==> config.mk <==
export PLATFORM = sky130hd
export DESIGN_NAME = i2sin
export DESIGN_NICKNAME = d
export VERILOG_FILES = /design/src/rtl/i2sin.sv
export SDC_FILE = /design/constraint.sdc
export NUM_CORES = 1
export LEC_CHECK = 0
export ABC_AREA = 1
export CAP_MARGIN = 20
export CORE_UTILIZATION = 45
export CTS_CLUSTER_SIZE = 24
export DETAILED_ROUTE_END_ITERATION = 16
export HOLD_SLACK_MARGIN = 0.05
export MAX_ROUTING_LAYER = met4
export PLACE_DENSITY = 0.69
export REMOVE_ABC_BUFFERS = 1
export SYNTH_ARGS = -nofsm -noshare
export SYNTH_HDL_FRONTEND = slang
export SYNTH_SLANG_ARGS = --single-unit
==> constraint.sdc <==
create_clock -name sck -period 4.4 [get_ports sck]
set_input_delay 0.44 -clock sck [delete_from_list [all_inputs] [get_ports sck]]
set_output_delay 0.44 -clock sck [all_outputs]
set_load 0.005 [all_outputs]
==> src/rtl/i2sin.sv <==
// I2S receive deserializer: recovers left/right words from ws/sd.
// Left-justified, MSB first, ws=0 left, ws=1 right, idle allowed.
module i2sin #(
  parameter int BITS_PRECISION = 24
) (
  input  logic                      sck,
  input  logic                      rst,
  input  logic                      ws,
  input  logic                      sd,
  output logic [BITS_PRECISION-1:0] l_data,
  output logic [BITS_PRECISION-1:0] r_data,
  output logic                      data_valid,
  output logic                      frame_err
);

  localparam int B  = BITS_PRECISION;
  localparam int CW = $clog2(B + 1);

  typedef enum logic [1:0] {
    SEEK,
    RIGHT,
    SKIP
  } state_t;

  state_t         state;
  logic [B-1:0]   sr_l;
  logic [B-1:0]   sr_r;
  logic [B-1:0]   left_hold;
  logic [CW-1:0]  low_cnt;
  logic [CW-1:0]  bit_cnt;
  logic           ws_d;
  logic           rise;
  logic           low_full;
  logic           last_bit;

  assign rise     = ws && !ws_d;
  assign low_full = (low_cnt == CW'(B));
  assign last_bit = (bit_cnt == CW'(B - 1));

  always_ff @(posedge sck or posedge rst) begin
    if (rst) begin
      state      <= SEEK;
      sr_l       <= '0;
      sr_r       <= '0;
      left_hold  <= '0;
      low_cnt    <= '0;
      bit_cnt    <= '0;
      ws_d       <= 1'b1;
      l_data     <= '0;
      r_data     <= '0;
      data_valid <= 1'b0;
      frame_err  <= 1'b0;
    end else begin
      data_valid <= 1'b0;
      frame_err  <= 1'b0;
      ws_d       <= ws;

      if (!ws) begin
        sr_l <= {sr_l[B-2:0], sd};
        if (!low_full)
          low_cnt <= low_cnt + CW'(1);
      end else begin
        low_cnt <= '0;
      end

      unique case (state)
        SEEK: begin
          if (rise) begin
            if (low_full) begin
              left_hold <= sr_l;
              sr_r      <= {sr_r[B-2:0], sd};
              bit_cnt   <= CW'(1);
              state     <= RIGHT;
            end else begin
              frame_err <= 1'b1;
              state     <= SKIP;
            end
          end else if (ws && data_valid) begin
            // ws still high right after a full right word: overlong
            frame_err <= 1'b1;
            state     <= SKIP;
          end
        end
        RIGHT: begin
          if (ws) begin
            sr_r <= {sr_r[B-2:0], sd};
            if (last_bit) begin
              l_data     <= left_hold;
              r_data     <= {sr_r[B-2:0], sd};
              data_valid <= 1'b1;
              bit_cnt    <= '0;
              state      <= SEEK;
            end else begin
              bit_cnt <= bit_cnt + CW'(1);
            end
          end else begin
            frame_err <= 1'b1;
            bit_cnt   <= '0;
            state     <= SEEK;
          end
        end
        SKIP: begin
          if (!ws)
            state <= SEEK;
        end
        default: state <= SEEK;
      endcase
    end
  end

endmodule

==> reports/metrics.cfg, run 1 <==
[drt]
routed_wl_um = 10040
viasPerCell = 4.913
dr.pass1.iters = 5
drtAntennaViolNets = 0
wire_per_inst_um = 12.91
remaining_drc_errors = 0
dr_total_vias = 3822
drt-initial-drc-count = 253

[placed_design]
post_dp_cell_area_sq_um = 5849
io_buffers = 53
place_inst = 746
place_congestion = 0.7391
dp_hpwl_um = 6058

[synthesis]
ys.flop_type = dfrtp_1
yosys.cell_types.count = 26
yosysWarningCount = 0
async_reset_ff_share_pct = 100.0
synth_edf_count = 0
syn_inst = 574
yosysTopAreaCell = dfrtp_1
yosysSeqAreaShare_pct = 63.37
yosysTopAreaCellShare_pct = 62.87
ys_ff_latch = 134
avgSynthCellArea_sq_um = 9.223
synth_area_sq_um = 5294
synth_area_leaders = dfrtp_1, nand2_1, o21ai_0

[floorplanning]
fp.dieW_um = 110.5
dieArea_sq_um = 12200
ios = 54
initial_core_util_pct = 46.36
die_y_um = 110.5
coreArea_sq_um = 11420
row_count = 39

[final_layout]
fillers = 997
multi_input_area_sq_um = 1605
drive_above_1_share_pct = 7.559
seq_area_sq_um = 3354
final_cells = 778
area_growth_pct = 22.78
antenna_cells = 0
final_nets = 630
fin_area_sq_um = 6500

[critical_path]
crit_fanout = 39
critPathCaptureType = flop
rrSetupSlack_ns = 2.10
startpoint_type = flop
worstPathRequired_ns = 4.68
cp_data_arrival_time_ns = 2.59
crit_type = reg -> reg

[timing]
period_share_pct = 52.36
rsz0062_at_grt = false
slew_viol_final = 0
max_freq_mhz = 434.1
fin_skew_ns = 0.004911
final-hold-violation-count = 0
relSlewSlack_pct = 45.30
tightest_slew_ns = 0.8193
whs_ns = 0.3115
fin_setup_tns_ns = 0
setup_violations = 0
period_minus_slack_ns = 2.304

[clock_tree]
cts_resized = 0
worstSkewPairLatency_ns = 0.41
cts_sinks = 134
hold_buffers = 0
clockRootBuffer = clkbuf_16
cts_buffer_depth = 2
clkTransAtPathRegs_ns = 0.05
postCtsSetupBuffers = 0
cts_tree = built
numCtsBuffers = 17
h-tree-depth = 4

[global_routing]
grt.total_usage_pct = 18.36
antenna_found_initial = 0
grt_max_degree = 84
overflow = 0
first_global_vias = 3924
grt_first_pass_wirelength_um = 17540

[power]
p_leak_nw = 3.353
ir_drop_mv = 0.2856
power_density_nw_per_um2 = 442.6

[run_status]
status = finished clean

[min_path]
hold_path.class = in -> async

[flow_run]
cap_violations = 0

-- placed cells by master, fill, tap and decap left out, types with 2 or more instances in the layout --
cell type	netlist	routed
buf_4	3	4
bufinv_16	0	4
clkbuf_1	8	2
clkbuf_16	0	17
clkbuf_8	0	3
clkdlybuf4s50_1	0	52
clkinv_2	0	4
dfrtp_1	133	133
ha_1	3	3
inv_1	36	35
inv_2	3	3
inv_4	1	2
nand2_1	262	262
nand2_4	2	2
nand3_1	32	32
nor2_1	5	5
o21ai_0	41	41
o21ai_1	16	16
xor2_1	2	2
-- Yosys cell counts, types with 2 or more instances --
cell type,n
nand2_1,262
dfrtp_1,133
o21ai_0,41
inv_1,36
nand3_1,32
o21ai_1,16
buf_2,10
clkbuf_1,8
buf_6,7
nor2_1,5
buf_4,3
ha_1,3
inv_2,3
nand2_4,2
xor2_1,2
-- per-layer routing --
| layer | track usage (%) | vias to the layer above | routed length, um |
|---|---|---|---|
| li1 | - | 1882 | - |
| met1 | 22.39 | 1837 | 4666 |
| met2 | 29.15 | 80 | 4813 |
| met3 | 4.391 | 23 | 370 |
| met4 | 8.178 | 0 | 193 |
| met5 | - | - | 0 |
-- final cells by class --
type / count / area share [%]
clock inverter: 9 / 2.291
inverter: 40 / 2.387
multi-input combinational: 372 / 24.70
sequential: 134 / 51.61
clock buffer: 22 / 7.295
tap: 143 / 2.753
timing repair buffer: 58 / 8.970
-- registers in the layout, indices dropped and copies added (netlist names) --
name        count
r_data         24
bit_cnt         5
sr_l           24
ws_d            1
data_valid      1
state           2
frame_err       1
low_cnt         5
sr_r           23
l_data         24
left_hold      24
-- worst paths after layout --
path / start / end / cells after the start
setup / recovery: low_cnt[0] / left_hold[4] / 8
hold / removal: rst / r_data[4] / 2
setup reg to reg: low_cnt[0] / left_hold[4] / 8
hold reg to reg: r_data[8] / r_data[8] / 2
max in group asynchronous: rst / sr_l[23] / 4
min in group sck: ws / low_cnt[3] / 4
-- worst max-delay path, stage by stage, from the launching register on --
cell	delay (ns)
dfrtp_1	0.40
inv_1	0.10
ha_1	0.14
nand2_1	0.07
nor2_2	0.17
nand3_2	0.59
buf_4	0.50
nand2_1	0.10
o21ai_1	0.07
-- where the power goes --
part / internal, mW / switching (mW) / total (mW)
Combinational: 0.0284 / 0.0691 / 0.0975
Sequential: 1.27 / 0.0247 / 1.30
Clock: 0.986 / 0.493 / 1.48
-- kinds of logic after synthesis --
kind of cell / count (synthesis) / share of synthesized area [%]
and+or+nand+nor: 307 / 23.52
DFF: 134 / 63.37
buffers and inverters: 68 / 6.311
AOI/OAI and AO/OA: 60 / 5.767
adders and majority gates: 3 / 0.7091
xor gates and xnor gates: 2 / 0.3310
-- stage by stage --
stage | setup slack (ns) | total power [mW] | utilization, %
global route | 1.816 | 2.971 | 56.93
CTS | 2.041 | 2.908 | 56.68
detailed placement | 2.086 | 1.417 | 51.23
floorplan | 0.3789 | 1.379 | -
global placement | 2.140 | 1.409 | 51.23
finish | 2.096 | 2.877 | 56.93
(Power assumes the default switching activity.)
==> run 2, diff against run 1 <==
--- a/config.mk
+++ b/config.mk
@@ -12,7 +12,7 @@
 export DETAILED_ROUTE_END_ITERATION = 16
 export HOLD_SLACK_MARGIN = 0.05
 export MAX_ROUTING_LAYER = met4
-export PLACE_DENSITY = 0.69
+export PLACE_DENSITY = 0.71
 export REMOVE_ABC_BUFFERS = 1
 export SYNTH_ARGS = -nofsm -noshare
 export SYNTH_HDL_FRONTEND = slang
==> constraint.sdc (replaced) <==
create_clock -name sck -period 1.9 [get_ports sck]
set_input_delay 0.19 -clock sck [delete_from_list [all_inputs] [get_ports sck]]
set_output_delay 0.19 -clock sck [all_outputs]
set_load 0.005 [all_outputs]
==> run 2 against run 1 <==
Die area is the same. Sequential share of layout area shrank 0.34 points. Worst hold slack lost 0.18 ns. Count of clock-buffer cells in the layout shrank 4. Combinational power grew 140%. Fmax grew 37%. Sequential power grew 130%. Utilization grew 0.37 points. Setup slack lost 1.9 ns. Total power grew 130%. Final area grew 0.65%. Largest cell class unchanged.
==> reports/metrics.cfg, run 2 (synthesis gave the netlist of run 1 again) <==
[final_layout]
final_nets = 636  ; +0.95%
layout_commonest_cell = nand2_1
antenna_cells = 0  ; unchanged
area_growth_pct = 23.59
final_cell_mix = nand2_1, dfrtp_1, clkdlybuf4s50_1
final_cells = 785  ; +0.90%
drive_above_1_share_pct = 8.879  ; +1.3 points

[power]
ir_drop_mv = 0.6738  ; +140%
power_density_nw_per_um2 = 1009  ; +130%
p_leak_nw = 3.357  ; +0.11%

[floorplanning]
die_y_um = 110.5  ; unchanged
ios = 54  ; unchanged
row_count = 39  ; unchanged
dieArea_sq_um = 12200  ; unchanged
initial_core_util_pct = 46.36  ; unchanged
fp.dieW_um = 110.5  ; unchanged
coreArea_sq_um = 11420  ; unchanged

[global_routing]
first_global_vias = 3809  ; -2.9%
overflow = 0  ; unchanged
antenna_found_initial = 0  ; unchanged
grt_max_degree = 54  ; -36%
grt_first_pass_wirelength_um = 18010  ; +2.7%
grt.total_usage_pct = 18.89  ; +0.54 points

[min_path]
hold_path.class = in -> async

[critical_path]
reg2reg_depth = 8  ; unchanged
startpoint_type = flop
critPathCaptureType = flop
crit_type = reg -> reg
path_delay_family = simple AND/OR/NAND/NOR gates
critPathSlowestCell = dfrtp_1
rr_startpoint = low_cnt[0]
cp_data_arrival_time_ns = 1.95  ; -0.64 ns
worstPathRequired_ns = 2.17  ; -2.51 ns
cpMostUsedCell = nand2_1
crit_fanout = 35  ; -10%
path_buf_inv = 2  ; unchanged
slowest_delay_ns = 0.40  ; -0.19 ns
r2r_end = left_hold[16]
crit_chain = inv_1 -> ha_1 -> nand2_1 -> nor2_2 -> nand3_2 -> buf_4 -> nand2_1 -> o21ai_0
rrSetupSlack_ns = 0.21  ; -1.88 ns

[timing]
period_minus_slack_ns = 1.686  ; -0.6176 ns
rsz0062_at_grt = false
setup_violations = 0  ; unchanged
period_share_pct = 88.75  ; +36 points
slew_viol_final = 0  ; unchanged
relSlewSlack_pct = 70.06  ; +25 points
max_freq_mhz = 593.0  ; +37%
final-hold-violation-count = 0  ; unchanged
fin_setup_tns_ns = 0  ; unchanged
tightest_slew_ns = 0.4485  ; -0.3708 ns
fin_skew_ns = 0.01429  ; +0.009379 ns

[clock_tree]
h-tree-depth = 4  ; unchanged
cts_buffer_depth = 2  ; unchanged
numCtsBuffers = 17  ; unchanged
clkTransAtPathRegs_ns = 0.06  ; about the same
hold_buffers = 0  ; unchanged
cts_resized = 0  ; unchanged
postCtsSetupBuffers = 0  ; unchanged
cts_tree = built
clockRootBuffer = clkbuf_16
cts_sinks = 134  ; unchanged
worstSkewPairLatency_ns = 0.42  ; about the same

[drt]
routed_wl_um = 10340  ; +2.9%
wire_per_inst_um = 13.17  ; +2.0%
dr.pass1.iters = 5  ; unchanged
remaining_drc_errors = 0  ; unchanged
viasPerCell = 4.859  ; -1.1%
drtAntennaViolNets = 0  ; unchanged
drt-initial-drc-count = 228  ; -9.9%
dr_total_vias = 3814  ; -0.21%

[run_status]
status = finished clean

[flow_run]
cap_violations = 0  ; unchanged

[placed_design]
io_buffers = 53  ; unchanged
place_inst = 753  ; +0.94%
dp_hpwl_um = 6502  ; +7.3%
place_congestion = 0.7824  ; +5.9%

## run 2: changes by cell type in the layout (fill, tap and decap cells not counted), sizes merged
cell / change
buf: +6
bufinv: -1
clkbuf: -4
clkinvlp: +5
inv: +1
## run 2: final cells by class
class	count	area [sq um]
Sequential cell	134	3354
Clock inverter	14	176.4
Clock buffer	18	439.2
Fill cell	983	4876
Inverter	40	155.1
Multi-Input combinational cell	372	1605
Tap cell	143	178.9
Timing Repair Buffer	64	633.1
## run 2: how the worst max path moves through the flow
stage / start / cells after the start / end / slack [ns]
after floorplan: rst / 1 / bit_cnt[0] / -1.87
after global placement: bit_cnt[0] / 8 / l_data[14] / 0.34
after detailed placement: low_cnt[0] / 8 / left_hold[16] / 0.23
after CTS: low_cnt[0] / 8 / left_hold[16] / 0.21
after global routing: bit_cnt[0] / 8 / r_data[7] / 0.10
final: low_cnt[0] / 8 / left_hold[16] / 0.21
## run 2: per-layer routing
metal  share of wire (%)  vias up  track usage [%]
met3                 3.9       13            4.555
li1                    -     1896                -
met4                 1.6        0            7.111
met2                  48       80            29.86
met1                  46     1825            23.68
met5                   0        -                -
## run 2: where the power goes
group	total [mW]	switching, mW	leakage (nW)	internal [mW]
registers	3.01	0.0562	1.84	2.95
logic	0.235	0.167	1.23	0.0678
clock network	3.36	1.25	0.285	2.11
## run 2: stage by stage
| stage | total power [mW] | worst slack [ns] | area (sq um) | utilization [%] | hold slack (ns) |
|---|---|---|---|---|---|
| floorplan | 3.194 | -1.871 | 5112 | - | 0.1945 |
| global placement | 3.275 | 0.3362 | 5927 | 51.91 | 0.4561 |
| detailed placement | 3.296 | 0.2280 | 5927 | 51.91 | 0.4578 |
| CTS | 6.668 | 0.2118 | 6543 | 57.30 | 0.1269 |
| global route | 6.853 | 0.1030 | 6543 | 57.30 | 0.1557 |
| finish | 6.600 | 0.2138 | 6543 | 57.30 | 0.1288 |
==> run 3, diff against run 2 <==
--- a/config.mk
+++ b/config.mk
@@ -7,12 +7,14 @@
 export LEC_CHECK = 0
 export ABC_AREA = 1
 export CAP_MARGIN = 20
-export CORE_UTILIZATION = 45
+export CELL_PAD_IN_SITES_DETAIL_PLACEMENT = 0
+export CELL_PAD_IN_SITES_GLOBAL_PLACEMENT = 1
+export CORE_UTILIZATION = 39
 export CTS_CLUSTER_SIZE = 24
 export DETAILED_ROUTE_END_ITERATION = 16
 export HOLD_SLACK_MARGIN = 0.05
 export MAX_ROUTING_LAYER = met4
-export PLACE_DENSITY = 0.71
+export PLACE_DENSITY = 0.78
 export REMOVE_ABC_BUFFERS = 1
 export SYNTH_ARGS = -nofsm -noshare
 export SYNTH_HDL_FRONTEND = slang
==> run 3 against run 2 <==
Count of clock-buffer cells in the layout is 3 higher. Highest routed layer unchanged. Utilization is 7.6 points lower. Clock power decreased by 4%. Combinational power fell by 3%. Critical path depth rose by 1. Non-clock buffer count down 1. Flip-flop and latch count did not move. Wire length decreased by 2.4%. Via count decreased by 1.0%.
==> reports/metrics.cfg, run 3 (synthesis gave the netlist of run 1 again) <==
[clock_tree]
h-tree-depth = 4  ; unchanged
cts_sinks = 134  ; unchanged
clkTransAtPathRegs_ns = 0.06  ; about the same
cts_resized = 0  ; unchanged
postCtsSetupBuffers = 0  ; unchanged
worstSkewPairLatency_ns = 0.42  ; about the same
cts_tree = built
cts_buffer_depth = 2  ; unchanged
clockRootBuffer = clkbuf_16
numCtsBuffers = 17  ; unchanged
hold_buffers = 0  ; unchanged

[critical_path]
reg2reg_depth = 9  ; +1
critPathSlowestCell = dfrtp_1
r2r_end = sr_r[17]
crit_fanout = 25  ; -29%
crit_type = reg -> reg
crit_chain = inv_1 -> ha_1 -> nand2_1 -> nor2_2 -> nand3_2 -> buf_4 -> nand2_4 -> nand2_1 -> nand2_1
rr_startpoint = low_cnt[0]
rrSetupSlack_ns = 0.20  ; about the same
startpoint_type = flop
cpMostUsedCell = nand2_1
path_buf_inv = 2  ; unchanged
critPathCaptureType = flop
cp_data_arrival_time_ns = 2.06  ; +0.11 ns
slowest_delay_ns = 0.40  ; about the same
worstPathRequired_ns = 2.26  ; +0.09 ns
path_delay_family = simple AND/OR/NAND/NOR gates

[placed_design]
dp_hpwl_um = 6306  ; -3.0%
place_congestion = 0.7205  ; -7.9%
place_inst = 785  ; +4.2%
io_buffers = 53  ; unchanged
place_ws_ns = 0.2101  ; -0.01795 ns

[drt]
remaining_drc_errors = 0  ; unchanged
drtAntennaViolNets = 0  ; unchanged
drt-initial-drc-count = 155  ; -32%
dr_total_vias = 3775  ; -1.0%
routed_wl_um = 10090  ; -2.4%
viasPerCell = 4.621  ; -4.9%
wire_per_inst_um = 12.35  ; -6.2%
dr.pass1.iters = 4  ; -1

[timing]
max_freq_mhz = 588.4  ; -0.78%
rsz0062_at_grt = false
final-hold-violation-count = 0  ; unchanged
relSlewSlack_pct = 69.72  ; -0.34 points
tightest_slew_ns = 0.4536  ; +0.005079 ns
fin_skew_ns = 0.008092  ; -0.006199 ns
setup_slack_ns = 0.2005  ; -0.01330 ns
whs_ns = 0.1563  ; +0.02745 ns
period_share_pct = 89.45  ; +0.70 points
slew_viol_final = 0  ; unchanged
period_minus_slack_ns = 1.700  ; +0.01330 ns
setup_violations = 0  ; unchanged

[power]
ir_drop_mv = 0.5769  ; -14%
p_leak_nw = 3.360  ; +0.11%
totalPowerFinal_mw = 6.460  ; -2.1%
power_density_nw_per_um2 = 981.5  ; -2.7%

[global_routing]
grt_first_pass_wirelength_um = 17650  ; -2.0%
overflow = 0  ; unchanged
antenna_found_initial = 0  ; unchanged
grtUsageMet2_pct = 25.22  ; -4.6 points
busiest_layer = met2
grt.total_usage_pct = 16.59  ; -2.3 points
grt_max_degree = 54  ; unchanged
use_met3_pct = 5.164  ; +0.61 points
first_global_vias = 3672  ; -3.6%
grt_use_met1_pct = 20.45  ; -3.2 points

[floorplanning]
dieArea_sq_um = 14040  ; +15%
initial_core_util_pct = 39.98  ; -6.4 points
row_count = 42  ; +7.7%
fp.dieW_um = 118.5  ; +7.3%
die_y_um = 118.5  ; +7.3%
ios = 54  ; unchanged
coreArea_sq_um = 13240  ; +16%

[final_layout]
layout_commonest_cell = nand2_1
final_nets = 635  ; -0.16%
drive_above_1_share_pct = 8.580  ; -0.30 points
area_growth_pct = 24.32
antenna_cells = 0  ; unchanged
final_cell_mix = nand2_1, dfrtp_1, clkdlybuf4s50_1
final_util_pct = 49.70  ; -7.6 points
final_cells = 817  ; +4.1%

[min_path]
hold_path.class = in -> async

[run_status]
status = finished clean

[flow_run]
cap_violations = 0  ; unchanged

==> run 3: metal layers <==
| metal | up-vias | part of all wire (%) |
|---|---|---|
| met5 | - | 0 |
| li1 | 1890 | - |
| met4 | 0 | 1.8 |
| met3 | 18 | 3.6 |
| met2 | 63 | 47 |
| met1 | 1804 | 48 |
==> run 3: final cells by class <==
class / instances / area [sq um]
clock buffer: 21 / 470.5
clock inverter: 11 / 122.6
fill: 1251 / 6661
inverter: 40 / 157.7
multi-input combinational: 372 / 1605
sequential: 134 / 3354
tap: 176 / 220.2
timing repair buffer: 63 / 650.6
==> run 3: worst max path at each step <==
| stage | startpoint | to | slack (ns) | cells past startpoint |
|---|---|---|---|---|
| after floorplan | rst | bit_cnt[0] | -1.87 | 1 |
| after global placement | low_cnt[0] | sr_r[4] | 0.27 | 9 |
| after detailed placement | low_cnt[0] | sr_r[17] | 0.21 | 9 |
| after CTS | low_cnt[0] | sr_r[17] | 0.20 | 9 |
| after global routing | low_cnt[0] | sr_r[11] | 0.04 | 9 |
| final | low_cnt[0] | sr_r[17] | 0.20 | 9 |
==> run 3: report_power, final <==
group	total [mW]	internal, mW	leakage [nW]	switching, mW
logic	0.229	0.0697	1.24	0.160
clock network	3.22	2.03	0.281	1.19
registers	3.01	2.95	1.84	0.0547
total	6.46	5.05	3.36	1.41
==> run 3: through the flow <==
stage                     instance area [sq um]  setup TNS, ns
after CTS                                  6581              0
after global routing                       6581              0
after global placement                     5988              0
after floorplan                            5112        -260.19
final                                      6581              0
after detailed placement                   5988              0
